### config.mk
export PLATFORM = sky130hd
export DESIGN_NAME = riscv_test_sequencer
export DESIGN_NICKNAME = d
export VERILOG_FILES = /design/src/rtl/riscv_test_sequencer.sv
export SDC_FILE = /design/constraint.sdc
export NUM_CORES = 1
export LEC_CHECK = 0
export ABC_AREA = 1
export CAP_MARGIN = 10
export CORE_AREA = 3 3 224 226
export DETAILED_ROUTE_END_ITERATION = 7
export DIE_AREA = 0 0 227 229
export GPL_ROUTABILITY_DRIVEN = 0
export PLACE_DENSITY = 0.75
export SLEW_MARGIN = 25
export SYNTH_ARGS = -nofsm -noshare
export SYNTH_HDL_FRONTEND = slang
export SYNTH_SLANG_ARGS = --single-unit
### constraint.sdc
create_clock -name clk -period 7.3 [get_ports clk]
set_input_delay 1.46 -clock clk [delete_from_list [all_inputs] [get_ports clk]]
set_output_delay 1.46 -clock clk [all_outputs]
set_load 0.01 [all_outputs]
### src/rtl/riscv_test_sequencer.sv
// Host-side test-injection driver: buffers an instruction pattern, flushes the CPU,
// feeds the pattern by CPU PC index, drains, reads back test_value and checks it.
module riscv_test_sequencer #(
   parameter int          DEPTH         = 16,
   parameter int          FLUSH_CYCLES  = 2,
   parameter int          DRAIN_CYCLES  = 6,
   parameter int          READ_CYCLES   = 2,
   parameter int          ISSUE_TIMEOUT = 64,
   parameter logic [31:0] NOP           = 32'h00000013
) (
   input  logic                       clk,
   input  logic                       Rst,
   input  logic                       load_valid,
   output logic                       load_ready,
   input  logic [31:0]                load_data,
   input  logic                       load_clear,
   input  logic [31:0]                expected,
   input  logic                       start,
   input  logic [31:0]                cpu_pc,
   input  logic [31:0]                test_value,
   output logic                       test_start,
   output logic                       CPU_restart,
   output logic                       PC_restart,
   output logic                       inst_end,
   output logic [31:0]                test_pattern,
   output logic [$clog2(DEPTH)-1:0]   pattern_count,
   output logic                       busy,
   output logic                       done,
   output logic                       pass,
   output logic                       timeout,
   output logic [31:0]                result
);

   localparam int IDX_W   = $clog2(DEPTH);
   localparam int MAX_FD  = (FLUSH_CYCLES > DRAIN_CYCLES) ? FLUSH_CYCLES : DRAIN_CYCLES;
   localparam int MAX_RT  = (READ_CYCLES > ISSUE_TIMEOUT) ? READ_CYCLES : ISSUE_TIMEOUT;
   localparam int CNT_MAX = (MAX_FD > MAX_RT) ? MAX_FD : MAX_RT;
   localparam int CNT_W   = $clog2(CNT_MAX + 1);

   typedef enum logic [2:0] {
      S_IDLE,
      S_FLUSH,
      S_ISSUE,
      S_DRAIN,
      S_READ,
      S_DONE
   } state_t;

   state_t             state_q, state_d;
   logic [CNT_W-1:0]   cnt_q, cnt_d;
   logic [IDX_W-1:0]   count_q, count_d;
   logic [31:0]        expected_q, expected_d;
   logic [31:0]        result_q, result_d;
   logic               done_q, done_d;
   logic               pass_q, pass_d;
   logic               timeout_q, timeout_d;
   logic               wr_en;
   logic               idle_like;
   logic               pc_in_range;
   logic [31:0]        mem_q [DEPTH];

   assign idle_like   = (state_q == S_IDLE) || (state_q == S_DONE);
   assign load_ready  = idle_like && (count_q < IDX_W'(DEPTH - 1));
   assign pc_in_range = cpu_pc < {{(32 - IDX_W){1'b0}}, count_q};

   always_comb begin
      state_d    = state_q;
      cnt_d      = cnt_q + 1'b1;
      count_d    = count_q;
      expected_d = expected_q;
      result_d   = result_q;
      done_d     = done_q;
      pass_d     = pass_q;
      timeout_d  = timeout_q;
      wr_en      = 1'b0;
      case (state_q)
         S_IDLE, S_DONE: begin
            cnt_d = '0;
            if (load_clear) begin
               count_d = '0;
            end else if (load_valid && load_ready) begin
               wr_en   = 1'b1;
               count_d = count_q + 1'b1;
            end
            // A clear in the same cycle would leave the run with an empty buffer.
            if (start && (count_q != '0) && !load_clear) begin
               state_d    = S_FLUSH;
               expected_d = expected;
               done_d     = 1'b0;
               pass_d     = 1'b0;
               timeout_d  = 1'b0;
            end
         end
         S_FLUSH: begin
            if (cnt_q == CNT_W'(FLUSH_CYCLES - 1)) begin
               state_d = S_ISSUE;
               cnt_d   = '0;
            end
         end
         S_ISSUE: begin
            if (!pc_in_range) begin
               state_d = S_DRAIN;
               cnt_d   = '0;
            end else if (cnt_q == CNT_W'(ISSUE_TIMEOUT - 1)) begin
               state_d   = S_DONE;
               done_d    = 1'b1;
               timeout_d = 1'b1;
               pass_d    = 1'b0;
            end
         end
         S_DRAIN: begin
            if (cnt_q == CNT_W'(DRAIN_CYCLES - 1)) begin
               state_d = S_READ;
               cnt_d   = '0;
            end
         end
         S_READ: begin
            if (cnt_q == CNT_W'(READ_CYCLES - 1)) begin
               state_d  = S_DONE;
               result_d = test_value;
               pass_d   = (test_value == expected_q);
               done_d   = 1'b1;
            end
         end
         default: begin
            state_d = S_IDLE;
            cnt_d   = '0;
         end
      endcase
   end

   // Control outputs decode the registered state; test_pattern alone also follows cpu_pc.
   always_comb begin
      test_start   = 1'b0;
      CPU_restart  = 1'b0;
      PC_restart   = 1'b0;
      inst_end     = 1'b0;
      test_pattern = '0;
      busy         = 1'b0;
      case (state_q)
         S_FLUSH: begin
            test_start   = 1'b1;
            test_pattern = NOP;
            busy         = 1'b1;
         end
         S_ISSUE: begin
            test_start   = 1'b1;
            CPU_restart  = 1'b1;
            PC_restart   = 1'b1;
            test_pattern = pc_in_range ? mem_q[cpu_pc[IDX_W-1:0]] : NOP;
            busy         = 1'b1;
         end
         S_DRAIN: begin
            test_start   = 1'b1;
            CPU_restart  = 1'b1;
            PC_restart   = 1'b1;
            test_pattern = NOP;
            busy         = 1'b1;
         end
         S_READ: begin
            test_start   = 1'b1;
            CPU_restart  = 1'b1;
            PC_restart   = 1'b1;
            inst_end     = 1'b1;
            test_pattern = NOP;
            busy         = 1'b1;
         end
         default: begin
         end
      endcase
   end

   assign pattern_count = count_q;
   assign done          = done_q;
   assign pass          = pass_q;
   assign timeout       = timeout_q;
   assign result        = result_q;

   always_ff @(posedge clk) begin
      if (wr_en) begin
         mem_q[count_q] <= load_data;
      end
   end

   always_ff @(posedge clk) begin
      if (Rst) begin
         state_q    <= S_IDLE;
         cnt_q      <= '0;
         count_q    <= '0;
         expected_q <= '0;
         result_q   <= '0;
         done_q     <= 1'b0;
         pass_q     <= 1'b0;
         timeout_q  <= 1'b0;
      end else begin
         state_q    <= state_d;
         cnt_q      <= cnt_d;
         count_q    <= count_d;
         expected_q <= expected_d;
         result_q   <= result_d;
         done_q     <= done_d;
         pass_q     <= pass_d;
         timeout_q  <= timeout_d;
      end
   end

endmodule

# Word-level counts from Yosys, hierarchy flattened
# Memory sizes are Yosys's and may differ from the RTL's.
# Index checks and enable logic that the tools add are counted.
# W data, S select, Z words.
[word_totals]
ff_bits = 81
ram_bits = 512
out_inout_bits = 77
wordCells = 83
memories = 1
[mem_list]
columns = ["name", "words", "word_bits", "read_ports", "rd_ports_with_merged_regs", "wr", "line", "text"]
rows = [
  ["mem_q", 16, 32, 1, 0, 1, "60", "logic [31:0] mem_q [DEPTH];"],
]
[op_classes]
addsub = 2
magnitude_cmp = 2
n_eq_ne = 16
n_mux = 33
n_reduce_logical = 21
[ops]
columns = ["op", "count"]
rows = [
  ["$pmux W32 S2", 1],
  ["$eq A32 B32 Y1", 1],
  ["$lt A32 B4 Y1", 1],
  ["$mux W32", 1],
  ["$pmux W7 S4", 1],
  ["$mux W7", 3],
  ["$mux W3", 6],
  ["$mux W1", 15],
  ["$pmux W3 S5", 1],
  ["$ne A2 B2 Y1 const B", 6],
  ["$reduce_and A5 Y1", 2],
  ["$mux W4", 2],
  ["$add A7 B1 Y7 const B", 1],
  ["$eq A7 B1 Y1 const B", 1],
  ["$eq A7 B3 Y1 const B", 1],
  ["$eq A7 B6 Y1 const B", 1],
  ["$eq A3 B2 Y1 const B", 2],
  ["$eq A3 B3 Y1 const B", 2],
  ["$pmux W1 S3", 2],
  ["$reduce_and A2 Y1", 3],
  ["$reduce_or A3 Y1", 2],
  ["$add A4 B1 Y4 const B", 1],
  ["$logic_and A1 B1 Y1", 4],
  ["$lt A4 B4 Y1 const B", 1],
  ["other kinds (12)", 13],
]

# Longest topological paths before layout
# Gate-level depths: netlist (run 1).
[depth]
word_depth = 9
depth_mapped = 14

# Least setup slack after synthesis (run 1)
# OpenSTA, ideal clock, no wires.
[synth_path]
kind = "in2reg"
startpoint = "input load_valid"
endpoint = "memory mem_q[3][0], enable pin"
arrival_time_ns = 3.917
path_slack_ns = 2.921
path_stages = 4
path_cell_list = "nand2_2 > nor2_4 > inv_2 > nor3_1"
[synth_between]
elab_chain_len = 6
[synth_lines]
columns = ["item", "line", "text"]
rows = [
  ["start: declaration", "13", "input logic load_valid,"],
  ["$logic_and A1 B1 Y1", "81", "end else if (load_valid && load_ready) begin"],
  ["$mux W1", "81", ""],
  ["$mux W1", "79", "if (load_clear) begin"],
  ["$mux W1", "76", "case (state_q)"],
  ["$mux W1", "180", "if (wr_en) begin"],
  ["$mux W1 (implied by the code)", "181", "mem_q[count_q] <= load_data;"],
  ["end: declaration", "60", ""],
]
# No other way between the ends.

# Final worst setup path (run 1)
[layout_path]
startpoint = "input cpu_pc[3]"
endpoint = "output test_pattern[16]"
[layout_between]
elab_chain_len = 3
elab_cells_between_ends = 4
[layout_lines]
columns = ["item", "line", "text"]
rows = [
  ["start: declaration", "19", "input logic [31:0] cpu_pc,"],
  ["$lt A32 B4 Y1 / $mem_v2 Z16 W32 (equally long branches)", "n/a", ""],
  ["$mux W32 (*)", "150", "test_pattern = pc_in_range ? mem_q[cpu_pc[IDX_W-1:0]] : NOP;"],
  ["$pmux W32 S2 (*)", "140", "case (state_q)"],
  ["end: declaration", "25", "output logic [31:0] test_pattern,"],
]
# Every way passes the cells marked *; elsewhere a longest branch is shown, timed or not.

==> impl_metrics.env, run 1 <==
export IMPL_h_tree_depth=2
export IMPL_worst_ep_required_time_ns=5.84
export IMPL_slew_viol_final=0
export IMPL_crit_chain="clkdlybuf4s50_1 -> ha_1 -> nand2_1 -> nand2_1 -> nor2_1 -> nand2_1 -> nor2_2 -> nand2_2 -> inv_2 -> nand2_2 -> nor3_1 -> clkdlybuf4s50_1"
export IMPL_crit_path_top_delay_cell="clkdlybuf4s50_1"
export IMPL_clock_latency_ns=0.62
export IMPL_fmaxAchievable_ghz=0.163
export IMPL_setup_violations=0
export IMPL_dieHeight_um=229
export IMPL_hp_class="reg2reg"
export IMPL_path_common_cell="nand2_1"
export IMPL_p_per_area_mw_per_mm2=271
export IMPL_dieArea_mm2=0.0520
export IMPL_initial_core_util_pct=49.8
export IMPL_worstMarginPinSlew_ns=0.901
export IMPL_cts_path_max_buffers=3
export IMPL_ys_warnings_count=0
export IMPL_post_cts_setup_buffers=0
export IMPL_io_buffers=209
export IMPL_nNetsFinal=2448
export IMPL_worst_path_max_fanout=31
export IMPL_syn_inst=2104
export IMPL_cts_hold_buf=0
export IMPL_synth_distinct_cells=37
export IMPL_grt_usage_pct=23.2
export IMPL_crit_type="in2out"
export IMPL_layout_common_cells="512 x edfxtp_1, 462 x nand2_1, 217 x a21oi_1, 206 x clkdlybuf4s50_1, 198 x nor2_1"
export IMPL_min_period_over_period_pct=84.0
export IMPL_cts_buffers=58
export IMPL_final_common_cell="edfxtp_1"
export IMPL_grt_pass1_vias=16556
export IMPL_cts_root_buf="clkbuf_16"
export IMPL_crit_path_end_kind="output port"
export IMPL_synth_seq_area_share_pct=70.4
export IMPL_rrSetupSlack_ns=4.21
export IMPL_worst_path_largest_cell_delay_ns=0.63
export IMPL_syn_area_per_cell_um2=11.5
export IMPL_status="completed"
export IMPL_rows=81
export IMPL_grt_first_pass_wirelength_um=93500
export IMPL_total_power_uw=7800
export IMPL_ys_ff_latch=593
export IMPL_ioPinCount=210
export IMPL_syn_area_mm2=0.0242
export IMPL_slew_headroom_pct=39.7
export IMPL_antenna_left=0
export IMPL_grt_start_max_net_pins=257
export IMPL_post_dp_hpwl_um=33600
export IMPL_drive_gt1_share_pct=6.88
export IMPL_wl_per_cell_um=20.4
export IMPL_drt_first_pass_iters=6
export IMPL_hold_violations=0
export IMPL_fin_skew_ns=0.0256
export IMPL_vdd_drop_max_uv=192
export IMPL_gr_total_overflow=0
export IMPL_cts_tree="yes"
export IMPL_n_fill_cell=3713
export IMPL_drc=0
export IMPL_fin_crit_ns=6.13
export IMPL_postRouteWirelength_um=60800
export IMPL_viasPerCell=5.67
export IMPL_area_delta_synth_final_pct=19.1
export IMPL_startpoint_type="primary input"
export IMPL_setup_tns_ns=0
export IMPL_antenna_found_initial=3
export IMPL_fp_coreArea_mm2=0.0485
export IMPL_arrival_ns=4.67
export IMPL_drv_cap=0
export IMPL_dr_total_vias=16901
export IMPL_p_leak_uw=0.0102
export IMPL_drt_initial_drc_count=1702
export IMPL_cts_sinks=593
export IMPL_clk_pin_slew_ns=0.06
export IMPL_die_w_um=227
export IMPL_fin_util_pct=59.3
export IMPL_ctsResizeCount=0
export IMPL_grt_setup_unrepaired="no"
==> logic make-up (layout without fill, tap and decap cells) <==
family                     after synthesis  count (layout)  share of synthesized area [%]
and+or+nand+nor                        890             890                           15.2
DFF                                    593             593                           70.4
adders and majority gates                9               9                          0.466
other                                    1              34                         0.0155
buffers and inverters                  179             400                           3.80
AOI/OAI and AO/OA                      404             404                           9.14
xor gates and xnor gates                28              28                           1.02
==> cell type report <==
type	count	area, um2	area share [%]
Clock buffer	70	1530	5.31
Tap cell	622	778	2.70
Multi-Input combinational cell	1363	6460	22.5
Sequential cell	593	17000	59.1
Inverter	51	201	0.700
Clock inverter	40	433	1.50
Timing Repair Buffer	239	2370	8.23
Antenna cell	2	5.00	0.0174
==> metrics by stage <==
| step | std cells | cell area (um2) | hold WS, ns | worst slack [ns] |
|---|---|---|---|---|
| floorplan | 2135 | 24300 | 0.434 | 2.92 |
| global placement | 2867 | 26800 | 0.442 | 1.15 |
| detailed placement | 2867 | 26800 | 0.454 | 1.10 |
| CTS | 2977 | 28700 | 0.463 | 1.06 |
| global route | 2980 | 28800 | 0.483 | 0.826 |
| finish | 2980 | 28800 | 0.464 | 1.17 |
==> report_power, final <==
part           internal [uW]  switching (uW)
sequential              3770            37.9
combinational            340             592
clock                   1780            1270
==> sequential cells by signal (all words and copies together) (netlist names) <==
| signal | flops |
|---|---|
| result | 32 |
| pass | 1 |
| pattern_count | 4 |
| expected_q | 32 |
| cnt_q | 7 |
| mem_q | 512 |
| done | 1 |
| state_q | 3 |
| timeout | 1 |
==> path summary, 6_finish.rpt <==
check                   startpoint               end  cells after the start
setup reg to reg  pattern_count[0]     mem_q[13][23]                      9
hold / removal                done              done                      2
hold reg to reg               done              done                      2
setup / recovery         cpu_pc[3]  test_pattern[16]                     12
==> synthesized netlist by cell type <==
library cell | number | area [um2]
buf_6 | 8 | 90.1
buf_4 | 28 | 210
nand3_2 | 3 | 30.0
nor3_1 | 36 | 180
buf_1 | 8 | 30.0
o21ai_1 | 3 | 15.0
nand2_2 | 5 | 31.3
inv_2 | 9 | 33.8
clkinv_2 | 1 | 5.00
xnor2_1 | 9 | 78.8
nand3b_1 | 1 | 7.51
o22ai_1 | 4 | 25.0
nand2_1 | 462 | 1730
nand4_1 | 1 | 6.26
conb_1 | 1 | 3.75
o21ai_0 | 107 | 536
a31oi_1 | 4 | 25.0
a21oi_1 | 217 | 1090
edfxtp_1 | 512 | 15400
xor2_1 | 19 | 166
buf_2 | 56 | 280
clkbuf_1 | 27 | 101
ha_1 | 9 | 113
nand3b_2 | 1 | 11.3
o21ba_2 | 1 | 10.0
nor3_2 | 1 | 10.0
nor2_1 | 210 | 788
nor2_2 | 4 | 25.0
clkbuf_8 | 1 | 13.8
o211ai_1 | 12 | 90.1
nand3_1 | 163 | 816
dfxtp_1 | 81 | 1620
a211oi_1 | 25 | 188
a22oi_1 | 31 | 233
nor2_4 | 3 | 33.8
inv_1 | 40 | 150
clkinv_1 | 1 | 3.75
==> critical path: cells and delay by family <==
| kind | cells | cell delay (ns) |
|---|---|---|
| buffers and inverters | 3 | 1.17 |
| adders and majority gates | 1 | 0.34 |
| and+or+nand+nor | 8 | 1.69 |
==> routing by layer <==
| metal | vias to the layer above | global-route usage, % | part of all wire [%] |
|---|---|---|---|
| met4 | 2 | 7.47 | 3.0 |
| met2 | 750 | 36.9 | 48 |
| met3 | 119 | 5.05 | 8.8 |
| met5 | - | 0 | 0.021 |
| li1 | 7799 | - | - |
| met1 | 8231 | 32.2 | 40 |
(Power assumes the default switching activity.)
==> inputs of run 2 (changes only) <==
==> constraint.sdc (replaced) <==
create_clock -name clk -period 6 [get_ports clk]
set_input_delay 1.2 -clock clk [delete_from_list [all_inputs] [get_ports clk]]
set_output_delay 1.2 -clock clk [all_outputs]
set_load 0.01 [all_outputs]
==> impl_metrics.env, run 2 (same netlist as run 1, synthesis figures left out) <==
export IMPL_status="completed"
export IMPL_gr_total_overflow=0
export IMPL_clk_pin_slew_ns=0.06
export IMPL_hp_class="reg2reg"
export IMPL_cts_path_max_buffers=3
export IMPL_slew_viol_final=0
export IMPL_grt_pass1_vias=16385
export IMPL_clock_latency_ns=0.62
export IMPL_drc=0
export IMPL_cts_sinks=593
export IMPL_die_w_um=227
export IMPL_grt_start_max_net_pins=141
export IMPL_dieHeight_um=229
export IMPL_h_tree_depth=2
export IMPL_antenna_found_initial=2
export IMPL_slew_headroom_pct=28.9
export IMPL_fmaxAchievable_ghz=0.180
export IMPL_vdd_drop_max_uv=230
export IMPL_final_cells=2977
export IMPL_fin_skew_ns=0.0126
export IMPL_drt_initial_drc_count=1758
export IMPL_nNetsFinal=2455
export IMPL_worstMarginPinSlew_ns=1.06
export IMPL_drive_gt1_share_pct=7.14
export IMPL_worst_path_max_fanout=22
export IMPL_hold_violations=0
export IMPL_p_leak_uw=0.0102
export IMPL_cts_root_buf="clkbuf_16"
export IMPL_n_fill_cell=3697
export IMPL_crit_chain="clkdlybuf4s50_1 -> ha_1 -> nand2_1 -> nand2_1 -> nor2_1 -> nand2_1 -> nor2_2 -> nand2_2 -> inv_2 -> nand2_2 -> nor3_1 -> clkdlybuf4s50_1"
export IMPL_layout_common_cells="512 x edfxtp_1, 462 x nand2_1, 217 x a21oi_1, 206 x clkdlybuf4s50_1, 198 x nor2_1"
export IMPL_dr_total_vias=16936
export IMPL_post_cts_setup_buffers=0
export IMPL_crit_type="in2out"
export IMPL_cts_tree="yes"
export IMPL_min_period_over_period_pct=92.4
export IMPL_top_register="mem_q"
export IMPL_viasPerCell=5.69
export IMPL_fin_ws_ns=0.454
export IMPL_fin_crit_ns=5.55
export IMPL_total_power_uw=9390
export IMPL_worst_ep_required_time_ns=4.80
export IMPL_crit_path_top_delay_cell="clkdlybuf4s50_1"
export IMPL_startpoint_type="primary input"
export IMPL_ioPinCount=210
export IMPL_antenna_left=0
export IMPL_setup_violations=0
export IMPL_arrival_ns=4.35
export IMPL_cp_top_family="simple AND/OR/NAND/NOR gates"
export IMPL_place_ws_ns=0.538
export IMPL_worst_path_largest_cell_delay_ns=0.64
export IMPL_postRouteWirelength_um=61300
export IMPL_path_common_cell="nand2_1"
export IMPL_initial_core_util_pct=49.8
export IMPL_crit_path_end_kind="output port"
export IMPL_drt_first_pass_iters=7
export IMPL_rows=81
export IMPL_worst_path_buf_inv=3
export IMPL_ctsResizeCount=0
export IMPL_p_per_area_mw_per_mm2=326
export IMPL_final_common_cell="edfxtp_1"
export IMPL_dieArea_mm2=0.0520
export IMPL_wl_per_cell_um=20.6
export IMPL_fp_coreArea_mm2=0.0485
export IMPL_grt_setup_unrepaired="no"
export IMPL_area_delta_synth_final_pct=19.1
export IMPL_setup_tns_ns=0
export IMPL_grt_first_pass_wirelength_um=93800
export IMPL_dp_cells=2875
export IMPL_drv_cap=0
export IMPL_grt_usage_pct=23.4
export IMPL_largest_reg_flops=512
export IMPL_cts_hold_buf=0
export IMPL_post_dp_hpwl_um=35100
export IMPL_cts_buffers=57
export IMPL_io_buffers=209
-- run 2: cell types whose count changed in the layout (fill, tap and decap cells not counted), sizes merged --
cell	delta
clkinvlp	+4
clkbuf	-6
clkinv	-9
buf	+8
-- run 2: metal layers --
layer / global-route usage [%] / part of all wire [%] / wire length, um / up-vias
li1: - / - / - / 7812
met1: 33.1 / 41 / 25300 / 8279
met2: 37.1 / 48 / 29500 / 736
met3: 3.86 / 8.1 / 4960 / 109
met4: 7.86 / 2.7 / 1630 / 0
met5: 0 / 0 / 0 / -
-- run 2: final cells by class --
class | instances | area (um2) | share of cell area (%)
clock inverter | 35 | 408 | 1.42
inverter | 51 | 199 | 0.691
timing repair buffer | 247 | 2450 | 8.53
tap | 622 | 778 | 2.70
multi-input combinational | 1363 | 6460 | 22.5
antenna | 2 | 5.00 | 0.0174
clock buffer | 64 | 1470 | 5.12
sequential | 593 | 17000 | 59.1
-- run 2: worst paths after layout --
check	from	end	slack, ns	depth (start not counted)
setup reg to reg	pattern_count[0]	mem_q[13][1]	2.88	9
hold / removal	done	done	0.45	2
setup / recovery	cpu_pc[3]	test_pattern[24]	0.45	12
hold reg to reg	done	done	0.45	2
-- run 2: through the flow --
| step | util, % | instance area, um2 | hold WS, ns |
|---|---|---|---|
| floorplan | - | 24300 | 0.434 |
| global placement | 55.3 | 26900 | 0.444 |
| detailed placement | 55.3 | 26900 | 0.443 |
| CTS | 59.2 | 28700 | 0.454 |
| global route | 59.3 | 28800 | 0.482 |
| finish | 59.3 | 28800 | 0.453 |
-- run 2: worst reg2reg max path, stage by stage, from the launching register on --
cell	delay, ns
dfxtp_1	0.38
ha_1	0.25
inv_1	0.15
nor2_1	0.08
nor2_2	0.17
nand2_2	0.09
nor2_4	0.16
nand2_1	0.25
nor2_4	0.87
buf_4	0.41
-- run 2: power by group --
group / internal, uW / switching [uW]
sequential: 4590 / 45.4
combinational: 417 / 712
clock: 2100 / 1520
total: 7110 / 2280
==> inputs of run 3 (changes only) <==
--- a/config.mk
+++ b/config.mk
@@ -11,6 +11,7 @@
 export DETAILED_ROUTE_END_ITERATION = 7
 export DIE_AREA = 0 0 227 229
 export GPL_ROUTABILITY_DRIVEN = 0
+export HOLD_SLACK_MARGIN = 0.12
 export PLACE_DENSITY = 0.75
 export SLEW_MARGIN = 25
 export SYNTH_ARGS = -nofsm -noshare
==> results of run 3 <==
No change in the layout: final DEF, timing and power equal those of run 2.
==> patch 1: new RTL, settings of run 2 <==
The 6 states of `state_t` get a one-hot encoding in 6 bits.
--- a/src/rtl/riscv_test_sequencer.sv
+++ b/src/rtl/riscv_test_sequencer.sv
@@ -37,13 +37,13 @@
    localparam int CNT_MAX = (MAX_FD > MAX_RT) ? MAX_FD : MAX_RT;
    localparam int CNT_W   = $clog2(CNT_MAX + 1);
 
-   typedef enum logic [2:0] {
-      S_IDLE,
-      S_FLUSH,
-      S_ISSUE,
-      S_DRAIN,
-      S_READ,
-      S_DONE
+   typedef enum logic [5:0] {
+      S_IDLE  = 6'b000001,
+      S_FLUSH = 6'b000010,
+      S_ISSUE = 6'b000100,
+      S_DRAIN = 6'b001000,
+      S_READ  = 6'b010000,
+      S_DONE  = 6'b100000
    } state_t;
 
    state_t             state_q, state_d;
Formal check against the unedited RTL: same outputs for any inputs over 4 cycles, from zero or initial values and one cycle with Rst high; so few cycles prove little.
==> patch 1 against run 2 <==
Final area hardly changed. First-iteration DRC count is 6.4% lower. Sequential cell count rose by 3. Setup slack improved by 0.20 ns. Register-to-register slack improved by 0.12 ns. Clock power is 8.8% lower. Power fell by 5.4%. Synthesized area increased by 1.3%. Wire length up 0.36%. Largest cell class unchanged. Highest routed layer is now met5.
==> patch 1: results (changes against run 2) <==
power:
  peakVddDrop_mv: 0.255  # +11%
  power_leakage_nw: 10.1  # -0.89%
grt:
  grt_antenna_before_repair: 5  # +3
  grt_max_degree: 112  # -21%
  grt_use_total: 0.232  # -0.00229
  grt_pass1_wl_um: 93400  # -0.45%
clock_network:
  post_cts_resized: 0  # unchanged
  clock-root-buffer: "clkbuf_16"
  numCtsBuffers: 57  # unchanged
  clkTransAtPathRegs_ns: 0.06  # about the same
  clock_latency_ns: 0.63
  ctsLongestPathBuffers: 3  # unchanged
  postCtsSetupBuffers: 0  # unchanged
  htreeDepth: 2  # unchanged
critical_path:
  crit_path_max_fanout: 17  # -23%
  reg2reg_depth: 9  # unchanged
  crit_arrival_ns: 4.15  # -0.20 ns
  cpPeakStageDelay_ns: 0.58  # -0.06 ns
  critPathTopFamily: "buffers and inverters"
  r2r_start: "state_q[5]"
place:
  dp.cells: 2882  # +0.24%
  dpl_cell_area_mm2: 0.0270  # +0.68%
  pre_cts_ws_ns: 0.625  # +0.0867 ns
  hpwl_um: 35100  # about the same
  portBuffers: 209  # unchanged
yosys:
  synth_common_cells: "512 x edfxtp_1, 468 x nand2_1, 248 x a21oi_1"
  syn_area_per_cell_um2: 11.6  # +0.70%
  ys_types: 39  # +5.4%
  yosysWarnings: 0  # unchanged
  ys_seq_area_frac: 0.697  # -0.00643
  synth_edf_count: 512  # unchanged
  synth_top_cells_by_area: "edfxtp_1 63%, nand2_1 7.2%, dfxtp_1 6.9%"
final_layout:
  top_register: "mem_q"
  fin_nets: 2462  # +0.29%
  largest_reg_flops: 512  # unchanged
  drive_gt1_frac: 0.0740  # +0.00263
drt:
  dr.pass1.iters: 5  # -2
  num_vias: 17100  # +0.90%
  totalWireLength_um: 61600  # +0.36%
  viasPerCell: 5.72  # +0.46%
  drt-initial-drc-count: 1646  # -6.4%
timing:
  finalClockSkew_ns: 0.0395  # +0.0269 ns
  slew_headroom: 0.285  # -0.00390
hold_path:
  hold_path_class: "flop to flop"
  worstHoldPathCells: 2  # unchanged
  hold_path.startpoint: "expected_q[22]"
outcome:
  status: "finished, final reports clean"
==> patch 1: cell count changes after synthesis, sizes merged, moves of 4 or more <==
cell,run 2,this run
a21oi,217,251
buf,100,111
clkbuf,28,21
inv,49,75
nand2,467,473
nand3,166,179
nor2,217,154
nor3,37,33
o21ai,110,103
o22ai,4,0
==> patch 1: logic make-up (layout without fill, tap and decap cells) <==
| group | Yosys count | in the layout | share of synthesized area |
|---|---|---|---|
| AO/OA/AOI/OAI | 431 | 431 | 0.0969 |
| adder cells (fa/ha/maj) | 9 | 9 | 0.00460 |
| flip-flops | 596 | 596 | 0.697 |
| buffers and inverters | 208 | 425 | 0.0463 |
| AND/OR/NAND/NOR | 845 | 845 | 0.146 |
| XOR/XNOR | 26 | 26 | 0.00931 |
| other | 1 | 36 | 0.000153 |
==> patch 1: final cells by class <==
class                           instances  area (um^2)
Timing Repair Buffer                  246         2430
Tap cell                              622          778
Antenna cell                            4         10.0
Clock buffer                           74         1520
Multi-Input combinational cell       1343         6510
Inverter                               76          295
Clock inverter                         29          184
Fill cell                            3734        19800
Sequential cell                       596        17100
==> patch 1: path summary, 6_finish.rpt <==
path,to,slack [ns]
max reg2reg,mem_q[1][9],3.00
min,expected_q[22],0.46
max,test_pattern[17],0.65
min reg2reg,expected_q[22],0.46
==> patch 1: power by group <==
part,internal (mW),switching (mW)
sequential,4.61,0.0446
combinational,0.335,0.591
clock,1.79,1.51
==> patch 1: metal layers <==
metal / vias to the layer above / global-route usage / share of wire
met1: 8386 / 0.308 / 0.40
li1: 7867 / - / -
met3: 130 / 0.0372 / 0.073
met5: - / 0 / 0.00028
met2: 704 / 0.385 / 0.49
met4: 2 / 0.0886 / 0.030
==> patch 1: worst min-delay path, stage by stage, from the launching register on <==
cell     delay, ns
dfxtp_1       0.32
inv_1         0.05
a21oi_1       0.05
==> patch 2: new RTL, config.mk and constraints of run 2 <==
Without the edit above. Change the parameter `READ_CYCLES` from 2 to 1.
--- a/src/rtl/riscv_test_sequencer.sv
+++ b/src/rtl/riscv_test_sequencer.sv
@@ -4,7 +4,7 @@
    parameter int          DEPTH         = 16,
    parameter int          FLUSH_CYCLES  = 2,
    parameter int          DRAIN_CYCLES  = 6,
-   parameter int          READ_CYCLES   = 2,
+   parameter int          READ_CYCLES   = 1,
    parameter int          ISSUE_TIMEOUT = 64,
    parameter logic [31:0] NOP           = 32'h00000013
 ) (
Formal check against the unedited RTL: no difference found for any inputs over 4 cycles, from zero or initial values and one cycle with Rst high; that may be too few to reach the edited logic, so the function may still have changed.
==> patch 2 against run 2 <==
Sequential cell count is the same. Synthesized area grew 0.11%. Clock skew grew 0.0026 ns. Power grew 2.3%. Critical endpoint is now test_pattern[18]. Setup slack gained 0.32 ns. Die area is the same. Wire length grew 0.73%. Synthesized cell count shrank 0.33%. Final area grew 0.40%.
==> patch 2: results (changes against run 2) <==
drt:
  totalWireLength_um: 61800  # +0.73%
  avgRoutedWirePerCell_um: 20.7  # +0.70%
  viasPerCell: 5.65  # -0.66%
  dr.pass1.iters: 5  # -2
  drt-initial-drc-count: 1664  # -5.3%
critical_path:
  crit_path_max_fanout: 13  # -41%
  cp_slowest_cell: "clkdlybuf4s50_1"
  crit_arrival_ns: 4.03  # -0.32 ns
  critPathTopFamily: "buffers and inverters"
  cpPeakStageDelay_ns: 0.65
place:
  portBuffers: 209  # unchanged
  hpwl_um: 34800  # -0.88%
  dp.cells: 2867  # -0.28%
  dpl_cell_area_mm2: 0.0269  # +0.30%
  pre_cts_ws_ns: 0.799  # +0.261 ns
grt:
  grt_use_total: 0.234  # -0.000260
  grt_max_degree: 137  # -2.8%
  grt_pass1_wl_um: 94300  # +0.55%
  grt_antenna_before_repair: 3  # +1
  grt_pass1_vias: 16400  # +0.073%
yosys:
  synth_edf_count: 512  # unchanged
  synth_common_cells: "512 x edfxtp_1, 453 x nand2_1, 234 x nor2_1"
  synthCells: 2097  # -0.33%
  ys_dominant_reg_cell: "edfxtp_1"
  ys_seq_area_frac: 0.703  # -0.000801
  synth_top_cells_by_area: "edfxtp_1 64%, nand2_1 7.0%, dfxtp_1 6.7%"
  ys_types: 35  # -5.4%
  synthArstFlopShare: 0  # unchanged
  yosysWarnings: 0  # unchanged
final_layout:
  largest_reg_flops: 512  # unchanged
  top_register: "mem_q"
  fin_nets: 2448  # -0.29%
  drive_gt1_frac: 0.0786  # +0.00716
clock_network:
  clkTransAtPathRegs_ns: 0.06  # about the same
  clock-root-buffer: "clkbuf_16"
  post_cts_resized: 0  # unchanged
  postCtsSetupBuffers: 0  # unchanged
  clock_latency_ns: 0.61
  ctsLongestPathBuffers: 3  # unchanged
  numCtsBuffers: 58  # +1.8%
  htreeDepth: 2  # unchanged
timing:
  worstMarginPinSlew_ns: 0.933  # -0.132 ns
  finalClockSkew_ns: 0.0152  # +0.00256 ns
outcome:
  status: "finished, final reports clean"
power:
  power_switching_mw: 2.32  # +1.9%
  power_leakage_nw: 10.3  # +0.83%
  peakVddDrop_mv: 0.231  # +0.63%
hold_path:
  hold_path_class: "flop to flop"
patch 2: cell count changes in the layout (fill, tap and decap cells not counted), moves of 8 or more:
cell            run 2  this run
inv_1              40        27
nor2_1            198       222
nor3_1             33        18
nor3_2              4        19
nand2_1           462       453
a21oi_1           217       196
xor2_1             19        27
patch 2: per-layer routing:
layer | vias up | part of all wire | track usage
li1 | 7786 | - | -
met1 | 8173 | 0.39 | 0.314
met2 | 758 | 0.50 | 0.392
met3 | 109 | 0.086 | 0.0423
met4 | 4 | 0.023 | 0.0657
met5 | - | 0.00045 | 0
patch 2: power groups by stage:
stage / sequential, mW / clock [mW] / combinational (mW)
2_1_floorplan: 4.85 / 0 / 0.581
3_3_place_gp: 4.81 / 0 / 1.14
3_5_place_dp: 4.82 / 0 / 1.17
4_1_cts: 4.74 / 3.73 / 1.18
5_1_grt: 4.75 / 3.90 / 1.28
6_report: 4.74 / 3.69 / 1.18
patch 2: layout make-up:
| cell class | instances | area, um^2 |
|---|---|---|
| fillers | 3714 | 19700 |
| clock buffers | 69 | 1560 |
| well taps | 622 | 778 |
| clock inverters | 41 | 390 |
| inverters | 41 | 163 |
| repair buffers | 246 | 2450 |
| multi-input cells | 1365 | 6560 |
| flip-flops and latches | 593 | 17000 |
| diodes | 1 | 2.50 |
patch 2: cells by family after synthesis:
logic type,synth area share
buf+inv,0.0353
flops,0.703
simple gates,0.158
fa+ha+maj,0.00517
xor+xnor,0.0134
other cells,0.000155
mux,0.000414
compound gates,0.0850
patch 2: path summary, 6_finish.rpt:
kind	start	end	slack, ns	depth (start not counted)
max	cpu_pc[3]	test_pattern[18]	0.77	12
min	done	done	0.47	2
max reg2reg	pattern_count[0]	mem_q[9][11]	2.81	9
min reg2reg	done	done	0.47	2
